[config.mk]
export PLATFORM = sky130hd
export DESIGN_NAME = res_tx_fmt
export DESIGN_NICKNAME = d
export VERILOG_FILES = /design/src/rtl/calc_pkg.sv /design/src/rtl/bin2bcd_seq.sv /design/src/rtl/res_tx_fmt.sv
export SDC_FILE = /design/constraint.sdc
export NUM_CORES = 1
export LEC_CHECK = 0
export ABC_AREA = 1
export CELL_PAD_IN_SITES_DETAIL_PLACEMENT = 1
export CELL_PAD_IN_SITES_GLOBAL_PLACEMENT = 1
export CORE_MARGIN = 1
export CORE_UTILIZATION = 42
export DETAILED_ROUTE_END_ITERATION = 7
export PLACE_DENSITY_LB_ADDON = 0.05
export SLEW_MARGIN = 15
export SYNTH_ARGS = -nofsm -noshare
export SYNTH_HDL_FRONTEND = slang
export SYNTH_SLANG_ARGS = --single-unit
[constraint.sdc]
create_clock -name clk -period 2.7 [get_ports clk]
set_clock_uncertainty 0.1 [all_clocks]
set_input_delay 0.27 -clock clk [delete_from_list [all_inputs] [get_ports clk]]
set_output_delay 0.27 -clock clk [all_outputs]
set_load 0.02 [all_outputs]
[src/rtl/calc_pkg.sv]
// Shared definitions for the calculator datapath: ASCII character codes
// used by both the command interpreter and the result formatter, the
// result formatter's state encoding, BCD sizing and a digit helper.
package calc_pkg;

    // Character codes shared by the interpreter (decode) and formatter (encode)
    localparam logic [7:0] ASCII_0     = 8'h30;
    localparam logic [7:0] ASCII_9     = 8'h39;
    localparam logic [7:0] ASCII_PLUS  = 8'h2B;
    localparam logic [7:0] ASCII_MINUS = 8'h2D;
    localparam logic [7:0] ASCII_STAR  = 8'h2A;
    localparam logic [7:0] ASCII_SLASH = 8'h2F;
    localparam logic [7:0] ASCII_SPACE = 8'h20;
    localparam logic [7:0] ASCII_E     = 8'h45;
    localparam logic [7:0] ASCII_CR    = 8'h0D;
    localparam logic [7:0] ASCII_LF    = 8'h0A;

    // Decimal output is at most five digits (enough for a 16-bit magnitude)
    localparam int N_DIGITS = 5;
    localparam int BCD_W    = 4 * N_DIGITS;

    typedef enum logic [2:0] {
        ST_IDLE,
        ST_CONV,
        ST_SIGN,
        ST_DIGIT,
        ST_CR,
        ST_LF,
        ST_WAIT_HI,
        ST_WAIT_LO
    } res_tx_state_e;

    // Index of the most significant non-zero BCD digit; 0 when all digits
    // are zero so that the ones digit is always printed.
    function automatic logic [2:0] msd_index(input logic [BCD_W-1:0] bcd);
        logic [2:0] idx;
        idx = 3'd0;
        for (int i = 1; i < N_DIGITS; i++) begin
            if (bcd[4*i +: 4] != 4'd0) begin
                idx = 3'(i);
            end
        end
        return idx;
    endfunction

endpackage

[src/rtl/bin2bcd_seq.sv]
// Sequential double-dabble: W-bit binary to five BCD digits.
// The first shift step is applied in the same edge that loads the operand,
// so the remaining W-1 steps follow and done pulses W cycles after start.
module bin2bcd_seq #(
    parameter int W = 16
) (
    input  logic             clk,
    input  logic             rst_n,
    input  logic             start,
    input  logic [W-1:0]     bin,
    output logic [19:0]      bcd,
    output logic             done
);
    import calc_pkg::*;

    localparam int CW = $clog2(W + 1);

    logic [W-1:0]     bin_q, bin_d;
    logic [BCD_W-1:0] bcd_q, bcd_d;
    logic [CW-1:0]    cnt_q, cnt_d;
    logic             done_q, done_d;

    logic [BCD_W-1:0] src_bcd;
    logic [BCD_W-1:0] adj_bcd;
    logic [W-1:0]     src_bin;

    assign src_bcd = start ? '0 : bcd_q;
    assign src_bin = start ? bin : bin_q;

    // Add-3 correction on every digit that would overflow when doubled
    for (genvar gi = 0; gi < N_DIGITS; gi++) begin : g_adj
        assign adj_bcd[4*gi +: 4] = (src_bcd[4*gi +: 4] >= 4'd5) ?
                                    src_bcd[4*gi +: 4] + 4'd3 :
                                    src_bcd[4*gi +: 4];
    end

    // One shift step per cycle while a conversion is in flight
    always_comb begin
        bin_d  = bin_q;
        bcd_d  = bcd_q;
        cnt_d  = cnt_q;
        done_d = 1'b0;
        if (start) begin
            bcd_d  = {adj_bcd[BCD_W-2:0], src_bin[W-1]};
            bin_d  = src_bin << 1;
            cnt_d  = CW'(W - 1);
            done_d = (W == 1);
        end else if (cnt_q != '0) begin
            bcd_d  = {adj_bcd[BCD_W-2:0], src_bin[W-1]};
            bin_d  = src_bin << 1;
            cnt_d  = cnt_q - 1'b1;
            done_d = (cnt_q == CW'(1));
        end
    end

    // Conversion state registers
    always_ff @(posedge clk or negedge rst_n) begin
        if (!rst_n) begin
            bin_q  <= '0;
            bcd_q  <= '0;
            cnt_q  <= '0;
            done_q <= 1'b0;
        end else begin
            bin_q  <= bin_d;
            bcd_q  <= bcd_d;
            cnt_q  <= cnt_d;
            done_q <= done_d;
        end
    end

    assign bcd  = bcd_q;
    assign done = done_q;

endmodule

[src/rtl/res_tx_fmt.sv]
// Result formatter/transmitter: captures an ALU result on rdy, converts it
// to decimal ASCII and hands characters to the UART TX one at a time over
// a strobe/busy handshake, terminated by CR LF. Errors print a single 'E'.
// Build option: define RES_SIGNED_EN to treat result as two's complement
// and prefix negative values with '-'; otherwise result is unsigned.
module res_tx_fmt #(
    parameter int W = 16
) (
    input  logic         clk,
    input  logic         rst_n,
    input  logic [W-1:0] result,
    input  logic         err,
    input  logic         rdy,
    input  logic         tx_busy,
    output logic [7:0]   tx_data,
    output logic         tx_strt,
    output logic         busy,
    output logic         ovr
);
    import calc_pkg::*;

    res_tx_state_e state_q, state_d;
    res_tx_state_e nxt_q, nxt_d;
    logic          err_q, err_d;
    logic [2:0]    dig_idx_q, dig_idx_d;
    logic [7:0]    tx_data_q, tx_data_d;
    logic          tx_strt_q, tx_strt_d;
    logic          busy_q, busy_d;
    logic          ovr_q, ovr_d;

    logic [W-1:0]     mag;
    logic             start_conv;
    logic [BCD_W-1:0] bcd;
    logic             bcd_done;
    logic [3:0]       cur_dig;

    logic          emit;
    logic [7:0]    emit_char;
    res_tx_state_e emit_next;

`ifdef RES_SIGNED_EN
    logic neg_q, neg_d;
    // Two's complement magnitude; 2^(W-1) maps onto itself, read as unsigned
    assign mag = result[W-1] ? (~result + 1'b1) : result;
`else
    assign mag = result;
`endif

    assign start_conv = rdy && !busy_q && !err;
    assign cur_dig    = bcd[{dig_idx_q, 2'b00} +: 4];

    bin2bcd_seq #(.W(W)) u_bcd (
        .clk   (clk),
        .rst_n (rst_n),
        .start (start_conv),
        .bin   (mag),
        .bcd   (bcd),
        .done  (bcd_done)
    );

    // Next-state and output decode; emit states share one handshake path
    always_comb begin
        state_d   = state_q;
        nxt_d     = nxt_q;
        err_d     = err_q;
        dig_idx_d = dig_idx_q;
        tx_data_d = tx_data_q;
        tx_strt_d = 1'b0;
        busy_d    = busy_q;
        ovr_d     = rdy && busy_q;
        emit      = 1'b0;
        emit_char = tx_data_q;
        emit_next = ST_IDLE;
`ifdef RES_SIGNED_EN
        neg_d     = neg_q;
`endif
        case (state_q)
            ST_IDLE: begin
                if (rdy && !busy_q) begin
                    busy_d    = 1'b1;
                    err_d     = err;
                    dig_idx_d = 3'd0;
`ifdef RES_SIGNED_EN
                    neg_d     = result[W-1] && !err;
`endif
                    state_d   = err ? ST_DIGIT : ST_CONV;
                end
            end
            ST_CONV: begin
                if (bcd_done) begin
                    dig_idx_d = msd_index(bcd);
`ifdef RES_SIGNED_EN
                    state_d   = neg_q ? ST_SIGN : ST_DIGIT;
`else
                    state_d   = ST_DIGIT;
`endif
                end
            end
`ifdef RES_SIGNED_EN
            ST_SIGN: begin
                emit      = 1'b1;
                emit_char = ASCII_MINUS;
                emit_next = ST_DIGIT;
            end
`endif
            ST_DIGIT: begin
                emit = 1'b1;
                if (err_q) begin
                    emit_char = ASCII_E;
                    emit_next = ST_CR;
                end else begin
                    emit_char = ASCII_0 + {4'd0, cur_dig};
                    emit_next = (dig_idx_q == 3'd0) ? ST_CR : ST_DIGIT;
                end
            end
            ST_CR: begin
                emit      = 1'b1;
                emit_char = ASCII_CR;
                emit_next = ST_LF;
            end
            ST_LF: begin
                emit      = 1'b1;
                emit_char = ASCII_LF;
                emit_next = ST_IDLE;
            end
            ST_WAIT_HI: begin
                if (tx_busy) begin
                    state_d = ST_WAIT_LO;
                end
            end
            ST_WAIT_LO: begin
                if (!tx_busy) begin
                    state_d = nxt_q;
                    if (nxt_q == ST_IDLE) begin
                        busy_d = 1'b0;
                    end
                end
            end
            default: state_d = ST_IDLE;
        endcase

        if (emit && !tx_busy) begin
            tx_data_d = emit_char;
            tx_strt_d = 1'b1;
            nxt_d     = emit_next;
            state_d   = ST_WAIT_HI;
            if (state_q == ST_DIGIT && !err_q && dig_idx_q != 3'd0) begin
                dig_idx_d = dig_idx_q - 3'd1;
            end
        end
    end

    // State and output registers
    always_ff @(posedge clk or negedge rst_n) begin
        if (!rst_n) begin
            state_q   <= ST_IDLE;
            nxt_q     <= ST_IDLE;
            err_q     <= 1'b0;
            dig_idx_q <= 3'd0;
            tx_data_q <= 8'h00;
            tx_strt_q <= 1'b0;
            busy_q    <= 1'b0;
            ovr_q     <= 1'b0;
`ifdef RES_SIGNED_EN
            neg_q     <= 1'b0;
`endif
        end else begin
            state_q   <= state_d;
            nxt_q     <= nxt_d;
            err_q     <= err_d;
            dig_idx_q <= dig_idx_d;
            tx_data_q <= tx_data_d;
            tx_strt_q <= tx_strt_d;
            busy_q    <= busy_d;
            ovr_q     <= ovr_d;
`ifdef RES_SIGNED_EN
            neg_q     <= neg_d;
`endif
        end
    end

    assign tx_data = tx_data_q;
    assign tx_strt = tx_strt_q;
    assign busy    = busy_q;
    assign ovr     = ovr_q;

endmodule

# ---- Yosys cells after proc, flatten, opt, wreduce, memory -nomap -nowiden
# Cells that the tools add are included.
dict set report classes {
  add_sub_neg 8
  n_lt_le_gt_ge 5
  eq_ne 15
  shifts 1
  muxes 42
  reduce_logical 27
}
# op n
set ops {}
lappend ops {{$mux W20} 3}
lappend ops {{$mux W16} 3}
lappend ops {{$mux W3} 15}
lappend ops {{$pmux W8 S3} 1}
lappend ops {{$ge A4 B3 Y1 const B} 5}
lappend ops {{$shiftx A20 B6 Y4} 1}
lappend ops {{$add A4 B2 Y4 const B} 4}
lappend ops {{$mux W4} 4}
lappend ops {{$reduce_bool A4 Y1} 4}
lappend ops {{$pmux W3 S5} 1}
lappend ops {{$eq A3 B3 Y1 const B} 4}
lappend ops {{$pmux W3 S2} 2}
lappend ops {{$mux W5} 2}
lappend ops {{$logic_not A3 Y1} 3}
lappend ops {{$ne A3 B3 Y1 const B} 3}
lappend ops {{$mux W1} 8}
lappend ops {{$add A6 B4 Y7 const A} 1}
lappend ops {{$mux W7} 1}
lappend ops {{$logic_and A1 B1 Y1} 6}
lappend ops {{$ne A2 B2 Y1 const B} 3}
lappend ops {{$reduce_bool A3 Y1} 2}
lappend ops {{$eq A5 B1 Y1 const B} 1}
lappend ops {{$reduce_and A5 Y1} 1}
lappend ops {{$reduce_bool A5 Y1} 1}
lappend ops {{14 further kinds} 19}
dict set report word_totals {
  ff_bits 63
  in_bits 21
  output_inout_bits 11
  elab_cells 110
}

# ---- Longest topological paths before layout
dict set report logic_depth {
  word_depth 9
  mapped_depth 15
  mapped_depth_nobuf 14
}

# ---- Modules after synthesis
# From an unflattened synthesis, not the netlist that was laid out.
dict set report unflattened {
  cells_unflattened 524
  hier_area_um2 3672.3
}
# module instances cells_each area_each_um2 seq_area_each_um2
set by_module_without_submodules {}
lappend by_module_without_submodules {bin2bcd_seq 1 322 2339.7 1026.0}
lappend by_module_without_submodules {res_tx_fmt 1 202 1332.5 475.5}

# ---- Worst setup path before layout
# No wires, ideal clock.
dict set report synth_timing {
  path_type {reg2reg}
  from {register busy_q, in the netlist busy}
  to {register u_bcd.bcd_q[12], in the netlist u_bcd.bcd[12]}
  setup_ns 0.116
  t_arrival_ns 1.779
  required_ns 2.484
  path_slack_ns 0.704
  stages_incl_launch_ff 14
  path_buffers 1
  synth_period_minus_slack_ns 1.996
  cell_sequence {dfrtp_1 nor2_2 nand2_2 buf_6 nand2_1 inv_1 ha_1 or2_2 nand3_1 nand2_1 nand2_1 inv_1 nand2_1 nand2_1}
}
dict set report synth_via {
  elab_chain_len 8
  elab_cells_between_ends 10
  cone_classes {add/sub (1); order compare (1); mux (4); reduce/logical (4)}
}
# element line
set synth_rtl {}
lappend synth_rtl {{start, declared} res_tx_fmt.sv:28} ;# logic busy_q, busy_d;
lappend synth_rtl {{start signal, assigned} res_tx_fmt.sv:174} ;# busy_q <= busy_d;
lappend synth_rtl {{$logic_not A1 Y1 (*)} res_tx_fmt.sv:49} ;# assign start_conv = rdy && !busy_q && !err;
lappend synth_rtl {{$logic_and A1 B1 Y1 (*) (2 in series)} res_tx_fmt.sv:49}
lappend synth_rtl {{$mux W20} bin2bcd_seq.sv:27} ;# assign src_bcd = start ? '0 : bcd_q;
lappend synth_rtl {{$add A4 B2 Y4 or $ge A4 B3 Y1 (tied branches)} {bin2bcd_seq.sv:33, bin2bcd_seq.sv:32}}
lappend synth_rtl {{$mux W4} bin2bcd_seq.sv:32} ;# assign adj_bcd[4*gi +: 4] = (src_bcd[4*gi +: 4] >= 4'd5) ?
lappend synth_rtl {{$mux W20} bin2bcd_seq.sv:48} ;# end else if (cnt_q != '0) begin
lappend synth_rtl {{$mux W20} bin2bcd_seq.sv:43} ;# if (start) begin
lappend synth_rtl {{end signal, assigned} bin2bcd_seq.sv:60} ;# bcd_q <= '0;
lappend synth_rtl {{end signal, assigned} bin2bcd_seq.sv:65} ;# bcd_q <= bcd_d;
lappend synth_rtl {{end, declared} bin2bcd_seq.sv:19} ;# logic [BCD_W-1:0] bcd_q, bcd_d;
# Every way passes the cells marked *; elsewhere a longest branch is shown, timed or not. The select of a mux whose other input is x is not followed.
# A chain may end at the register's enable or synchronous reset.

# ---- Worst setup path in the final report
dict set report layout_timing {
  from {input err}
  to {register u_bcd.bcd_q[18], in the netlist u_bcd.bcd[18]}
}
dict set report layout_via {
  elab_chain_len 7
  elab_cells_between_ends 9
  cone_classes {add/sub (1); order compare (1); mux (4); reduce/logical (3)}
}
# element line
set layout_rtl {}
lappend layout_rtl {{start, declared} res_tx_fmt.sv:12} ;# input logic err,
lappend layout_rtl {{$logic_not A1 Y1 (*)} res_tx_fmt.sv:49}
lappend layout_rtl {{$logic_and A1 B1 Y1 (*)} res_tx_fmt.sv:49}
lappend layout_rtl {{$mux W20} bin2bcd_seq.sv:27}
lappend layout_rtl {{$ge A4 B3 Y1 or $add A3 B2 Y3 (tied branches)} {bin2bcd_seq.sv:32, bin2bcd_seq.sv:33}}
lappend layout_rtl {{$mux W3} bin2bcd_seq.sv:32}
lappend layout_rtl {{$mux W20} bin2bcd_seq.sv:48}
lappend layout_rtl {{$mux W20} bin2bcd_seq.sv:43}
# Marked as above.

==> summary.md <==
| Metric | Value |
|---|---|
| Via count | 3,411 |
| Max-Cap Viols | 0 |
| Peak supply drop | 0.000220 V |
| Fmax | 462 MHz |
| Htree depth | 3 |
| Final setup vio count | 0 |
| DRC violation total after the first TritonRoute iteration | 123 |
| HP Class | in2async |
| Ys flop type | dfrtp_1 |
| Postcts setup bufs | 0 |
| Diode count | 0 |
| Worst reg-to-reg setup slack | 580 ps |
| Maximum buffer depth of the clock tree | 2 |
| Area Growth Syn to Fin | 15.2% |
| Pin count of the biggest net entering global routing | 38 |
| First-pass GRT wire length | 17,000 microns |
| Clock Sinks | 60 |
| Setup WS post-layout | 535 ps |
| Static leakage | 0.00229 uW |
| Ys async rst share | 1.00 |
| Pre-CTS WS | 209 ps |
| Gr usage total | 0.243 |
| Post-route DRC | 0 |
| Mean Syn Cell Area | 7.22 sq um |
| Count leader, synth | nand2_1 |
| Synth Register Bits | 60 |
| Die area | 9230 sq um |
| Final TNS setup | 0 ps |
| RR Endpoint | u_bcd.bcd[18] |
| Starting Density | 0.444 |
| Synth Cell Area | 3720 sq um |
| Status | finished, final reports clean |
| Inserted Clock Buffers | 9 |
| # fillers | 1,096 |
| Sequential area share after synthesis | 0.404 |
| Worst slew pin tran | 660 ps |
| Nets@finish | 585 |
| Crit path kind | in2reg |
| Clock transition at the registers of the reported paths | 70 ps |
| Worst skew pair latency | 340 ps |
| Mapped Nets | 551 |
| Share of cells above drive strength 1 | 0.0830 |
| Root buffer cell | clkbuf_8 |
| TritonCTS clock tree | built |
| Die X-Extent | 96.1 microns |
| Final GP Congestion | 0.799 |
| Vias per Instance | 5.18 |
| Max Slew Vio Count | 0 |
| RSZ-0062 raised after global routing | false |
| Sequential Area | 1500 sq um |
| Antenna viol nets, final | 0 |
| Core ar. | 8380 sq um |
| Post-synth cell types | 32 |
| Vias in the first global route | 3,594 |
| Initial antenna violation count | 0 |
| Die Ht | 96.1 microns |
| Top Ports | 32 |
| Area contributors post-synth | dfrtp_1 (40%), nand2_1 (19%), nand3_1 (6.3%), ha_1 (5.0%), inv_1 (4.9%) |
| First drt pass iteration count | 4 |
| Post-cts sizing count | 0 |
| Post-layout util | 0.511 |
| WP data arrival | 2290 ps |
| Slew margin rel. | 0.560 |
| Yosys top cell by area | dfrtp_1 |
| Worst flop-to-flop path startpoint | busy |
| Area share of the largest cell type after synthesis | 0.404 |
| Port bufs | 30 |
| Yosys warning total | 0 |
| Pwr Density | 415 nW/um^2 |
| Min Tclk post-route | 2160 ps |
| Crit. End Element | flop |
| Area occupied by multi-input gates | 1870 sq um |
| Period utilisation layout | 0.802 |
| Cells after Synth | 515 |
| EDFF count, synth | 0 |
| Gr ovfl total | 0 |
| Dpl hpwl | 7420 microns |
| CP startpoint kind | input pin |
| Final Hold Fails | 0 |
| CP max FO | 13 |
| Reg2Reg Depth | 14 |
| Final wirelength | 9870 microns |
| Worst endpoint required time | 2830 ps |
| Cell row count | 33 |
| Most common library cells after synthesis | nand2_1 (189), dfrtp_1 (60), inv_1 (49) |
| WL/cell | 15.0 microns |
[report_power, final]
group	switching, uW	leakage [uW]	internal, uW
Sequential	0.158	0.000763	899
Clock	366	0.000100	451
Combinational	30.3	0.00143	30.7
Total	396	0.00229	1380
[per-layer routing]
layer | part of all wire | routed length (microns) | track usage | vias up
met3 | 0.018 | 175 | 0.0332 | 9
li1 | - | - | - | 1704
met5 | 0 | 0 | 0 | -
met1 | 0.48 | 4700 | 0.317 | 1661
met4 | 0.014 | 138 | 0.0846 | 0
met2 | 0.49 | 4860 | 0.411 | 37
[timing repair]
item                                    CTS  global route
endpoints found under the hold margin    26             0
hold buffers                              1             0
endpoints found under the setup margin    0             0
[layout by cell type, fill, tap and decap left out, drive strengths merged, types with 2 or more instances in the layout]
cell type and instances:
dfrtp 60, nand4 7, nor3 2, buf 8
ha 15, nor2 49, nand3 49, a22oi 12
o211ai 6, clkdlybuf4s50 29, inv 56, or2 3
a21oi 9, clkinv 4, nand2 194, clkbuf 12
o21ai 32
[flip-flops by register name, summed over array words and instances, names as in the netlist]
signal / cells
busy: 1
dig_idx_q: 3
err_q: 1
nxt_q: 3
ovr: 1
state_q: 3
tx_data: 6
tx_strt: 1
u_bcd.bcd: 20
u_bcd.bin_q: 15
u_bcd.cnt_q: 5
u_bcd.done: 1
[metrics by stage]
step / power [uW] / std cells / instance area (sq um) / hold slack (ps)
after detailed placement: 978 / 642 / 4080 / 253
after global routing: 1840 / 659 / 4280 / 413
final: 1780 / 659 / 4280 / 386
after global placement: 977 / 642 / 4080 / 250
after floorplan: 924 / 515 / 3720 / -126
after CTS: 1800 / 659 / 4280 / 382
[kinds of logic (layout without fill, tap and decap cells)]
family | Yosys count | in the layout | synth area share
buffers and inverters | 72 | 111 | 0.0932
flip-flops | 60 | 60 | 0.404
XOR/XNOR | 2 | 2 | 0.00471
AO/OA/AOI/OAI | 60 | 60 | 0.0935
AND/OR/NAND/NOR | 305 | 305 | 0.353
other | 1 | 1 | 0.00101
adder cells (fa/ha/maj) | 15 | 15 | 0.0505
[layout make-up]
cell class / instances / area share
clock buffers: 12 / 0.0339
clock inverters: 4 / 0.0114
inverters: 57 / 0.0505
multi-input cells: 383 / 0.437
flip-flops and latches: 60 / 0.350
well taps: 105 / 0.0307
repair buffers: 38 / 0.0864
[worst max-delay path, cell delays in order]
cell and delay (ps):
clkdlybuf4s50_1 530, inv_1 100, nand2_2 180, buf_4 240, nand2_1 130, ha_1 220, inv_1 50, nand2_1 60
nand2_1 60, nand2_1 140, nand2_1 110, nor2_1 40, o21ai_1 110, nand2_1 60
[how the worst max path moves through the flow]
stage | slack, ps | end | startpoint
floorplan | 700 | u_bcd.bcd[12] | busy
global placement | 330 | u_bcd.bcd[8] | rdy
detailed placement | 210 | u_bcd.bcd[12] | rdy
CTS | 540 | u_bcd.bcd[18] | rdy
global route | 300 | u_bcd.bcd[18] | rdy
finish | 540 | u_bcd.bcd[18] | err
No activity file was read; power rests on OpenSTA's default activity.
